<file path="src/rtl/nmea_pkg.sv">
// nmea_pkg -- shared definitions for the NMEA GGA frame controller.
//   state_t      capture/replay FSM states
//   CH_*         framing characters ($, *, CR, LF)
//   HDR_GPGGA    the five header characters that follow '$'
//   hdr_char()   returns header character idx (0..4) of "GPGGA"
package nmea_pkg;

  typedef enum logic [2:0] {
    IDLE,
    HEADER,
    BODY,
    CS1,
    CS2,
    CR,
    LF,
    REPLAY
  } state_t;

  localparam logic [7:0]  CH_DOLLAR = 8'h24;
  localparam logic [7:0]  CH_STAR   = 8'h2A;
  localparam logic [7:0]  CH_CR     = 8'h0D;
  localparam logic [7:0]  CH_LF     = 8'h0A;
  localparam logic [39:0] HDR_GPGGA = "GPGGA";

  function automatic logic [7:0] hdr_char(input logic [2:0] idx);
    case (idx)
      3'd0:    return HDR_GPGGA[39:32];
      3'd1:    return HDR_GPGGA[31:24];
      3'd2:    return HDR_GPGGA[23:16];
      3'd3:    return HDR_GPGGA[15:8];
      3'd4:    return HDR_GPGGA[7:0];
      default: return 8'h00;
    endcase
  endfunction

endpackage

</file>
<file path="src/rtl/nmea_hex_decode.sv">
// nmea_hex_decode -- combinational ASCII hex digit decoder.
//   i_char   in  8  ASCII character
//   o_valid  out 1  character is 0-9, A-F or a-f
//   o_nib    out 4  decoded nibble (0 when not valid)
module nmea_hex_decode (
  input  logic [7:0] i_char,
  output logic       o_valid,
  output logic [3:0] o_nib
);

  always_comb begin
    o_valid = 1'b0;
    o_nib   = 4'h0;
    if (i_char >= 8'h30 && i_char <= 8'h39) begin
      o_valid = 1'b1;
      o_nib   = i_char[3:0];
    end else if ((i_char >= 8'h41 && i_char <= 8'h46) ||
                 (i_char >= 8'h61 && i_char <= 8'h66)) begin
      // 'A'/'a' have low nibble 1, so +9 maps them onto 10..15
      o_valid = 1'b1;
      o_nib   = i_char[3:0] + 4'd9;
    end
  end

endmodule

</file>
<file path="src/rtl/nmea_frame_ctrl.sv">
// nmea_frame_ctrl -- captures "$GPGGA...*hh\r\n" sentences from a UART byte
// stream, validates framing (and optionally the checksum) and replays each
// accepted sentence byte-for-byte to a downstream parser.
//
// Ports
//   sclk        in   1  system clock, rising edge
//   rst         in   1  asynchronous active-high reset
//   rx_data     in   8  received UART byte
//   rx_valid    in   1  rx_data valid for one cycle
//   dataString  out  8  replayed byte
//   dataReady   out  1  dataString valid (high for every replay cycle)
//   replay_busy out  1  FSM is in REPLAY
//   frame_err   out  1  one-cycle pulse on a rejected GGA sentence
//   good_cnt    out 16  accepted sentences, saturating
//   bad_cnt     out 16  rejected GGA sentences, saturating
//   gps_stale   out  1  no accepted sentence within STALE_MS
//
// Build option: define NMEA_CSUM_EN to enforce the XOR checksum. Without it
// the checksum characters must still be hex but their value is not checked.
module nmea_frame_ctrl
  import nmea_pkg::*;
#(
  parameter int SYSCLK_FREQ = 100_000_000,
  parameter int BUF_DEPTH   = 96,
  parameter int STALE_MS    = 2000
) (
  input  logic        sclk,
  input  logic        rst,
  input  logic [7:0]  rx_data,
  input  logic        rx_valid,
  output logic [7:0]  dataString,
  output logic        dataReady,
  output logic        replay_busy,
  output logic        frame_err,
  output logic [15:0] good_cnt,
  output logic [15:0] bad_cnt,
  output logic        gps_stale
);

  localparam int          AW        = $clog2(BUF_DEPTH);
  localparam int unsigned STALE_CYC = STALE_MS * (SYSCLK_FREQ / 1000);
  localparam int          SW        = $clog2(STALE_CYC + 1);
  localparam logic [AW-1:0] LAST_ADDR = AW'(BUF_DEPTH - 1);
  localparam logic [SW-1:0] STALE_MAX = SW'(STALE_CYC);
  localparam logic [SW-1:0] STALE_PRE = SW'(STALE_CYC - 1);

  function automatic logic [15:0] sat_inc16(input logic [15:0] v);
    return (v == 16'hFFFF) ? v : v + 16'd1;
  endfunction

  state_t        r_state, w_next;
  logic [AW-1:0] r_addr;     // next write address
  logic          r_full;     // BUF_DEPTH bytes held
  logic [2:0]    r_hidx;     // header character being matched
  logic [AW-1:0] r_pos;      // byte currently on dataString during replay
  logic [AW-1:0] r_last;     // address of the stored LF
  logic [7:0]    r_data;
  logic          r_ferr;
  logic [15:0]   r_good;
  logic [15:0]   r_bad;
  logic [SW-1:0] r_stale_cnt;
  logic          r_stale;
  logic [7:0]    r_mem [BUF_DEPTH];

  logic          w_dollar;
  logic          w_restart;
  logic          w_reject;
  logic          w_accept;
  logic          w_wr;
  logic          w_xor_en;
  logic          w_cs_hi;
  logic          w_cs_lo;
  logic          w_rep_last;
  logic          w_csum_ok;
  logic          w_hex_vld;
  logic [3:0]    w_hex_nib;
  logic [AW-1:0] w_wr_addr;
  logic [AW-1:0] w_rd_addr;

  nmea_hex_decode u_hex (
    .i_char  (rx_data),
    .o_valid (w_hex_vld),
    .o_nib   (w_hex_nib)
  );

  assign w_dollar  = (rx_data == CH_DOLLAR);
  assign w_wr_addr = w_restart ? '0 : r_addr;
  assign w_rd_addr = r_pos + 1'b1;

`ifdef NMEA_CSUM_EN
  logic [7:0] r_xor;
  logic [3:0] r_cs_hi;
  logic [3:0] r_cs_lo;

  assign w_csum_ok = ({r_cs_hi, r_cs_lo} == r_xor);

  // checksum datapath carries no reset: it is re-seeded by every '$'
  always_ff @(posedge sclk) begin
    if (w_restart)     r_xor   <= 8'h00;
    else if (w_xor_en) r_xor   <= r_xor ^ rx_data;
    if (w_cs_hi)       r_cs_hi <= w_hex_nib;
    if (w_cs_lo)       r_cs_lo <= w_hex_nib;
  end
`else
  logic w_unused_csum;

  assign w_csum_ok     = 1'b1;
  assign w_unused_csum = ^{w_hex_nib, w_xor_en, w_cs_hi, w_cs_lo};
`endif

  // FSM state register
  always_ff @(posedge sclk or posedge rst) begin
    if (rst) r_state <= IDLE;
    else     r_state <= w_next;
  end

  // FSM next state and per-byte actions
  always_comb begin
    w_next     = r_state;
    w_restart  = 1'b0;
    w_reject   = 1'b0;
    w_accept   = 1'b0;
    w_wr       = 1'b0;
    w_xor_en   = 1'b0;
    w_cs_hi    = 1'b0;
    w_cs_lo    = 1'b0;
    w_rep_last = 1'b0;
    case (r_state)
      IDLE: begin
        if (rx_valid && w_dollar) begin
          w_restart = 1'b1;
          w_wr      = 1'b1;
          w_next    = HEADER;
        end
      end
      HEADER: begin
        if (rx_valid) begin
          if (w_dollar) begin
            w_restart = 1'b1;
            w_wr      = 1'b1;
            w_next    = HEADER;
          end else if (rx_data == hdr_char(r_hidx)) begin
            w_wr     = 1'b1;
            w_xor_en = 1'b1;
            if (r_hidx == 3'd4) w_next = BODY;
          end else begin
            w_next = IDLE;
          end
        end
      end
      BODY, CS1, CS2, CR, LF: begin
        if (rx_valid) begin
          if (w_dollar) begin
            // a new sentence aborts the one in progress, which counts as bad
            w_restart = 1'b1;
            w_reject  = 1'b1;
            w_wr      = 1'b1;
            w_next    = HEADER;
          end else if (r_full) begin
            w_reject = 1'b1;
            w_next   = IDLE;
          end else begin
            case (r_state)
              BODY: begin
                w_wr = 1'b1;
                if (rx_data == CH_STAR) w_next   = CS1;
                else                    w_xor_en = 1'b1;
              end
              CS1: begin
                if (w_hex_vld) begin
                  w_wr    = 1'b1;
                  w_cs_hi = 1'b1;
                  w_next  = CS2;
                end else begin
                  w_reject = 1'b1;
                  w_next   = IDLE;
                end
              end
              CS2: begin
                if (w_hex_vld) begin
                  w_wr    = 1'b1;
                  w_cs_lo = 1'b1;
                  w_next  = CR;
                end else begin
                  w_reject = 1'b1;
                  w_next   = IDLE;
                end
              end
              CR: begin
                if (rx_data == CH_CR) begin
                  w_wr   = 1'b1;
                  w_next = LF;
                end else begin
                  w_reject = 1'b1;
                  w_next   = IDLE;
                end
              end
              default: begin
                if (rx_data == CH_LF && w_csum_ok) begin
                  w_wr     = 1'b1;
                  w_accept = 1'b1;
                  w_next   = REPLAY;
                end else begin
                  w_reject = 1'b1;
                  w_next   = IDLE;
                end
              end
            endcase
          end
        end
      end
      REPLAY: begin
        // incoming bytes are deliberately ignored while replaying
        if (r_pos == r_last) begin
          w_rep_last = 1'b1;
          w_next     = IDLE;
        end
      end
      default: w_next = IDLE;
    endcase
  end

  // Sentence buffer: written during capture, read during replay, never both
  always_ff @(posedge sclk) begin
    if (w_wr) r_mem[w_wr_addr] <= rx_data;
  end

  // Capture addressing, replay sequencing and status counters
  always_ff @(posedge sclk or posedge rst) begin
    if (rst) begin
      r_addr      <= '0;
      r_full      <= 1'b0;
      r_hidx      <= 3'd0;
      r_pos       <= '0;
      r_last      <= '0;
      r_data      <= 8'h00;
      r_ferr      <= 1'b0;
      r_good      <= 16'h0000;
      r_bad       <= 16'h0000;
      r_stale_cnt <= '0;
      r_stale     <= 1'b1;
    end else begin
      r_ferr <= w_reject;

      if (w_restart) begin
        r_addr <= AW'(1);
        r_full <= 1'b0;
        r_hidx <= 3'd0;
      end else if (w_wr) begin
        if (r_addr == LAST_ADDR) r_full <= 1'b1;
        else                     r_addr <= r_addr + 1'b1;
        if (r_state == HEADER)   r_hidx <= r_hidx + 3'd1;
      end

      // the first replayed byte is always '$', so no buffer read is needed
      // on the cycle that also writes the LF
      if (w_accept) begin
        r_last <= r_addr;
        r_pos  <= '0;
        r_data <= CH_DOLLAR;
      end else if (r_state == REPLAY && !w_rep_last) begin
        r_pos  <= w_rd_addr;
        r_data <= r_mem[w_rd_addr];
      end

      if (w_rep_last) r_good <= sat_inc16(r_good);
      if (w_reject)   r_bad  <= sat_inc16(r_bad);

      // stale timer restarts on every accept event, even with good_cnt pinned
      if (w_rep_last) begin
        r_stale_cnt <= '0;
        r_stale     <= 1'b0;
      end else if (r_stale_cnt != STALE_MAX) begin
        r_stale_cnt <= r_stale_cnt + 1'b1;
        if (r_stale_cnt == STALE_PRE) r_stale <= 1'b1;
      end
    end
  end

  assign dataString  = r_data;
  assign dataReady   = (r_state == REPLAY);
  assign replay_busy = (r_state == REPLAY);
  assign frame_err   = r_ferr;
  assign good_cnt    = r_good;
  assign bad_cnt     = r_bad;
  assign gps_stale   = r_stale;

endmodule
</file>
<file path="config.mk">
export PLATFORM = sky130hd
export DESIGN_NAME = nmea_frame_ctrl
export DESIGN_NICKNAME = d
export VERILOG_FILES = /design/src/rtl/nmea_pkg.sv /design/src/rtl/nmea_hex_decode.sv /design/src/rtl/nmea_frame_ctrl.sv
export SDC_FILE = /design/constraint.sdc
export NUM_CORES = 1
export LEC_CHECK = 0
export BUFFER_PORTS_ARGS = -buffer_cell sky130_fd_sc_hd__buf_2
export CORE_AREA = 2 2 345 347
export DETAILED_ROUTE_END_ITERATION = 6
export DIE_AREA = 0 0 347 349
export HOLD_SLACK_MARGIN = 0.12
export PLACE_DENSITY = 0.46
export SKIP_CTS_REPAIR_TIMING = 1
export SLEW_MARGIN = 0
export SYNTH_ARGS = -nofsm -noshare
export SYNTH_HDL_FRONTEND = slang
export SYNTH_SLANG_ARGS = --single-unit
</file>
<file path="constraint.sdc">
create_clock -name sclk -period 3.7 [get_ports sclk]
set_clock_uncertainty 0.2 [all_clocks]
set_input_delay 0 -clock sclk [delete_from_list [all_inputs] [get_ports sclk]]
set_output_delay 0 -clock sclk [all_outputs]
set_load 0.005 [all_outputs]
</file>
==> flow_summary.json, run 1 <==
{
  "first_global_vias": 18700,
  "switching_share": 0.323,
  "ant_nets": 0,
  "power.density_mw_per_mm2": 768,
  "grt_max_degree": 78,
  "peakVddDrop_mv": 0.548,
  "coreArea_mm2": 0.117,
  "place_area_mm2": 0.0381,
  "drive_gt1_frac": 0.288,
  "ys_top_cells_by_count": "768 x edfxtp_1, 228 x mux4_2, 164 x nor2_1",
  "required_ps": 3790,
  "fin_crit_sh": 0.940,
  "ys_types": 70,
  "tns_ps": 0,
  "drt_iter0_markers": 1744,
  "die-area_mm2": 0.121,
  "rsz0062_at_grt": "no",
  "max_freq_mhz": 287,
  "clock-sinks": 866,
  "ys_seq_elements": 866,
  "internal_power_mw": 21.5,
  "drt-total-wl_um": 90500,
  "hp-class": "in2reg",
  "grt_overflow_total": 0,
  "clock_latency_ps": 690,
  "leakagePower_nw": 13.7,
  "netlist.area_leader.share": 0.659,
  "synth_area_leader_cell": "edfxtp_1",
  "dr_total_vias": 18100,
  "vias_per_cell": 4.92,
  "synthTopCellsByArea": "edfxtp_1 66%, mux4_2 15%, dfrtp_1 6.9%",
  "cts_buffers": 94,
  "cts_tree": "yes",
  "fin_nets": 2078,
  "fin_area_mm2": 0.0414,
  "critPathKind": "reg2reg",
  "synthesis.area_mm2": 0.0350,
  "place_hpwl_um": 58500,
  "cp-start-kind": "flip-flop",
  "switching_power_mw": 10.3,
  "async_flop_share": 0.113,
  "netlist_instances": 1835,
  "synth_nets": 1857,
  "min_period_ps": 3480,
  "p_seq_frac": 0.357,
  "yosysSeqAreaShare": 0.729,
  "gp_congestion": 0.821,
  "drv_cap": 0,
  "antenna_found_initial": 7,
  "cts_max_level": 3,
  "p_clk_frac": 0.303,
  "drc": 0,
  "max_slew_margin": 0.327,
  "final_hold_viol_count": 0,
  "path_clk_slew_ps": 60,
  "synth_edf_count": 768,
  "setup_viol": 0,
  "yosysMostFrequentCell": "edfxtp_1",
  "portBuffers": 54,
  "die_h_um": 349,
  "grt_usage": 0.150,
  "start_util": 0.298,
  "root_buffer": "clkbuf_16",
  "avgSynthCellArea_um2": 19.1,
  "worst_pin_slew_ps": 1010,
  "dr.pass1.iters": 5,
  "synth_ff_type": "edfxtp_1",
  "arrival_ps": 3570,
  "n_fill_cell": 10900,
  "cts.path.max_buffers": 3,
  "synthToLayoutAreaGrowth_pct": 18.3,
  "num_rows": 126,
  "slew_viol_final": 0,
  "io-pin-count": 55,
  "cp_max_fo": 10,
  "dieWidth_um": 347,
  "crit_path_end_kind": "flip-flop",
  "grt_pass1_wl_um": 133000,
  "status": "completed",
  "power_frac_comb": 0.341,
  "ys_warn_count": 0,
  "wire_per_inst_um": 24.7
}
[per-layer routing]
layer,share of wire,routed length [um],up-vias,GRT usage
met1,0.45,40700,9620,0.208
met2,0.48,43400,472,0.243
met4,0.023,2100,2,0.0394
li1,-,-,7835,-
met3,0.048,4360,130,0.0260
met5,0.00014,13,-,0
[stage by stage]
step                cells  worst slack, ps   util  hold WS, ps  total power, mW
floorplan            1835              758      -         -101             18.4
global placement     3483             77.8  0.324         72.2             22.6
detailed placement   3483            -1.83  0.324         76.3             22.6
CTS                  3652            -54.8  0.351         -639             32.3
global route         3666             22.5  0.352          132             33.2
finish               3667              220  0.352          137             31.8
[final cells by class]
cell class,count,area (um2),share of cell area
clock inverters,64,701,0.0169
diodes,2,5.00,0.000121
inverters,23,88.8,0.00215
clock buffers,105,2450,0.0591
flip-flops and latches,866,25500,0.616
multi-input cells,857,9040,0.218
repair buffers,214,1670,0.0404
well taps,1536,1920,0.0464
[worst paths after layout]
path	from	to	slack (ps)	cells past startpoint
max	r_hidx[1]	r_mem[63][0]	220	10
max reg2reg	r_hidx[1]	r_mem[63][0]	220	10
min in group asynchronous	rst	r_stale_cnt[3]	520	4
max in group asynchronous	rst	r_last[0]	1830	5
min	rx_data[0]	r_mem[76][0]	140	2
min reg2reg	good_cnt[5]	good_cnt[5]	290	1
[sequential cells by signal (all words and copies together), names as in the netlist]
name / flops
frame_err: 1
r_hidx: 3
gps_stale: 1
dataString: 8
r_state: 3
r_mem: 768
r_pos: 7
good_cnt: 16
bad_cnt: 16
r_addr: 7
r_last: 7
r_stale_cnt: 28
r_full: 1
[critical path, cell delays in order, from the launching register on]
cell and delay [ps]:
dfrtp_1 500, inv_1 120, ha_1 210, o21bai_1 180, and4_1 220, o311a_1 200
and3_1 230, or2_4 230, nand4_1 150, buf_4 240, nor2_1 610
[power by group through the flow]
stage               registers, mW  logic, mW  clock network, mW
finish                       11.3       10.8               9.62
global placement             11.5       11.1                  0
detailed placement           11.5       11.1                  0
floorplan                    11.3       7.09                  0
global route                 11.4       11.5               10.3
CTS                          11.3       11.1               9.88
[cell families (layout without fill, tap and decap cells)]
kind of cell             Yosys count  after routing  synth area share
multiplexers                     267            267             0.158
buffers and inverters            112            406            0.0156
adder cells (fa/ha/maj)           11             11           0.00393
AO/OA/AOI/OAI                    113            113            0.0219
XOR/XNOR                          69             69            0.0177
AND/OR/NAND/NOR                  397            397            0.0534
other                              0              2                 0
flip-flops                       866            866             0.729
[layout by cell type, fill, tap and decap left out, drive strengths merged, types with 5 or more instances in the layout]
cell type and instances:
a31o 5, nor4 6, nor2 164, nand3 48, o211ai 5, nand2b 9, a21oi 22, a31oi 8
nor2b 9, xor2 26, o2111ai 5, o21ai 28, xnor2 43, or3 7, and2 7, mux2 9
and4 7, dfrtp 97, nand4b 6, nand2 80, dlygate4sd3 13, edfxtp 768, o22ai 8, nor3 12
ha 11, inv 26, clkbuf 105, a211o 5, mux4 228, and3 13, bufinv 13, clkinv 44
nand4 19, mux2i 30, buf 201
No activity file was read; power rests on OpenSTA's default activity.
==> run 2, diff against run 1 <==
Clock period 3.7 ns to 4.3 ns, I/O delays scaled along.
==> flow_summary.json, run 2 (same netlist as run 1, synthesis figures left out) <==
{
  "status": "completed",
  "fin_util": 0.351,
  "fin_nets": 2049,
  "drt_iter0_markers": 1645,
  "worst_pin_slew_ps": 1180,
  "top_register": "r_mem",
  "max_slew_margin": 0.206,
  "drv_cap": 0,
  "tns_ps": 0,
  "internal_power_mw": 18.6,
  "synthToLayoutAreaGrowth_pct": 17.7,
  "min_period_ps": 4020,
  "switching_power_mw": 8.88,
  "drive_gt1_frac": 0.270,
  "grt_max_degree": 72,
  "place_ws_ps": 246,
  "dr.pass1.iters": 5,
  "drt-total-wl_um": 90700,
  "power_frac_comb": 0.336,
  "worstPathCellList": "inv_1, ha_1, o21bai_1, and4_1, o311a_1, and3_1, or2_1, nand4_1, buf_4, nor2_1",
  "cts_max_level": 3,
  "worst-path-buf-inv": 2,
  "vias_per_cell": 4.99,
  "antenna_cells": 0,
  "portBuffers": 54,
  "cp_slowest_cell": "nor2_1",
  "fin_crit_sh": 0.935,
  "start_util": 0.298,
  "cts_tree": "yes",
  "grt_overflow_total": 0,
  "switching_share": 0.323,
  "final_common_cell": "edfxtp_1",
  "grt_pass1_wl_um": 133000,
  "critPathKind": "reg2reg",
  "gp_congestion": 0.812,
  "slew_viol_final": 0,
  "cp_slowest_stage_delay_ps": 640,
  "cp-start-kind": "flip-flop",
  "peakVddDrop_mv": 0.540,
  "setup_ws_ps": 278,
  "clock_latency_ps": 680,
  "final_hold_viol_count": 0,
  "num_rows": 126,
  "rsz0062_at_grt": "no",
  "cpLargestDelayFamily": "simple AND/OR/NAND/NOR gates",
  "path_clk_slew_ps": 70,
  "io-pin-count": 55,
  "die_h_um": 349,
  "p_clk_frac": 0.309,
  "coreArea_mm2": 0.117,
  "leakagePower_nw": 13.6,
  "place_hpwl_um": 58300,
  "antenna_found_initial": 7,
  "largest_reg_flops": 768,
  "max_freq_mhz": 249,
  "arrival_ps": 4110,
  "cp_max_fo": 10,
  "wire_per_inst_um": 24.9,
  "grt_usage": 0.150,
  "setup_viol": 0,
  "cts.path.max_buffers": 3,
  "total_power_mw": 27.5,
  "clock-sinks": 866,
  "first_global_vias": 18700,
  "ant_nets": 0,
  "dr_total_vias": 18200,
  "dieWidth_um": 347,
  "hp-class": "in2reg",
  "power.density_mw_per_mm2": 666,
  "biggestRegsByFlops": "r_mem: 768 flops, r_stale_cnt: 28 flops",
  "p_seq_frac": 0.355,
  "root_buffer": "clkbuf_16",
  "drc": 0,
  "crit_path_end_kind": "flip-flop",
  "cts_buffers": 95,
  "required_ps": 4390,
  "layout_common_cells": "768 x edfxtp_1, 228 x mux4_2, 162 x nor2_1, 115 x buf_4",
  "die-area_mm2": 0.121
}
run 2: layout make-up:
| type | instances | area, um2 |
|---|---|---|
| Timing Repair Buffer | 184 | 1390 |
| Multi-Input combinational cell | 857 | 8990 |
| Tap cell | 1536 | 1920 |
| Clock inverter | 56 | 727 |
| Inverter | 23 | 88.8 |
| Fill cell | 10900 | 76300 |
| Sequential cell | 866 | 25500 |
| Clock buffer | 122 | 2550 |
run 2: layer usage:
| metal | vias to the layer above | share of wire | global-route usage |
|---|---|---|---|
| li1 | 7787 | - | - |
| met1 | 9760 | 0.45 | 0.211 |
| met2 | 507 | 0.47 | 0.234 |
| met3 | 140 | 0.051 | 0.0296 |
| met4 | 2 | 0.030 | 0.0489 |
| met5 | - | 0.00014 | 0 |
run 2: final timing paths:
check	slack, ps	depth (start not counted)	endpoint	start
worst max-delay path	280	10	r_mem[28][6]	r_hidx[1]
worst min-delay path	140	4	r_addr[2]	rx_valid
worst max register to register	280	10	r_mem[28][6]	r_hidx[1]
worst min register to register	290	1	good_cnt[5]	good_cnt[5]
max in group asynchronous	2450	5	gps_stale	rst
min in group asynchronous	480	4	r_stale_cnt[12]	rst
run 2: tightest hold or removal path, cell delays in order:
cell           delay (ps)
dlygate4sd3_1         530
buf_2                 210
a31oi_1               170
a211oi_1               60
run 2: power by group through the flow:
stage / clock [mW] / sequential, mW / combinational, mW
2_1_floorplan: 0 / 9.72 / 6.10
3_3_place_gp: 0 / 9.90 / 9.34
3_5_place_dp: 0 / 9.92 / 9.36
4_1_cts: 8.72 / 9.74 / 9.40
5_1_grt: 9.01 / 9.79 / 9.79
6_report: 8.48 / 9.75 / 9.21
run 2: metrics by stage:
step	area (um2)	cells	hold WS [ps]
final	41200	3644	144
after global routing	41200	3644	134
after CTS	41000	3628	-652
after detailed placement	37800	3450	63.0
after global placement	37800	3450	61.7
after floorplan	35000	1835	-101
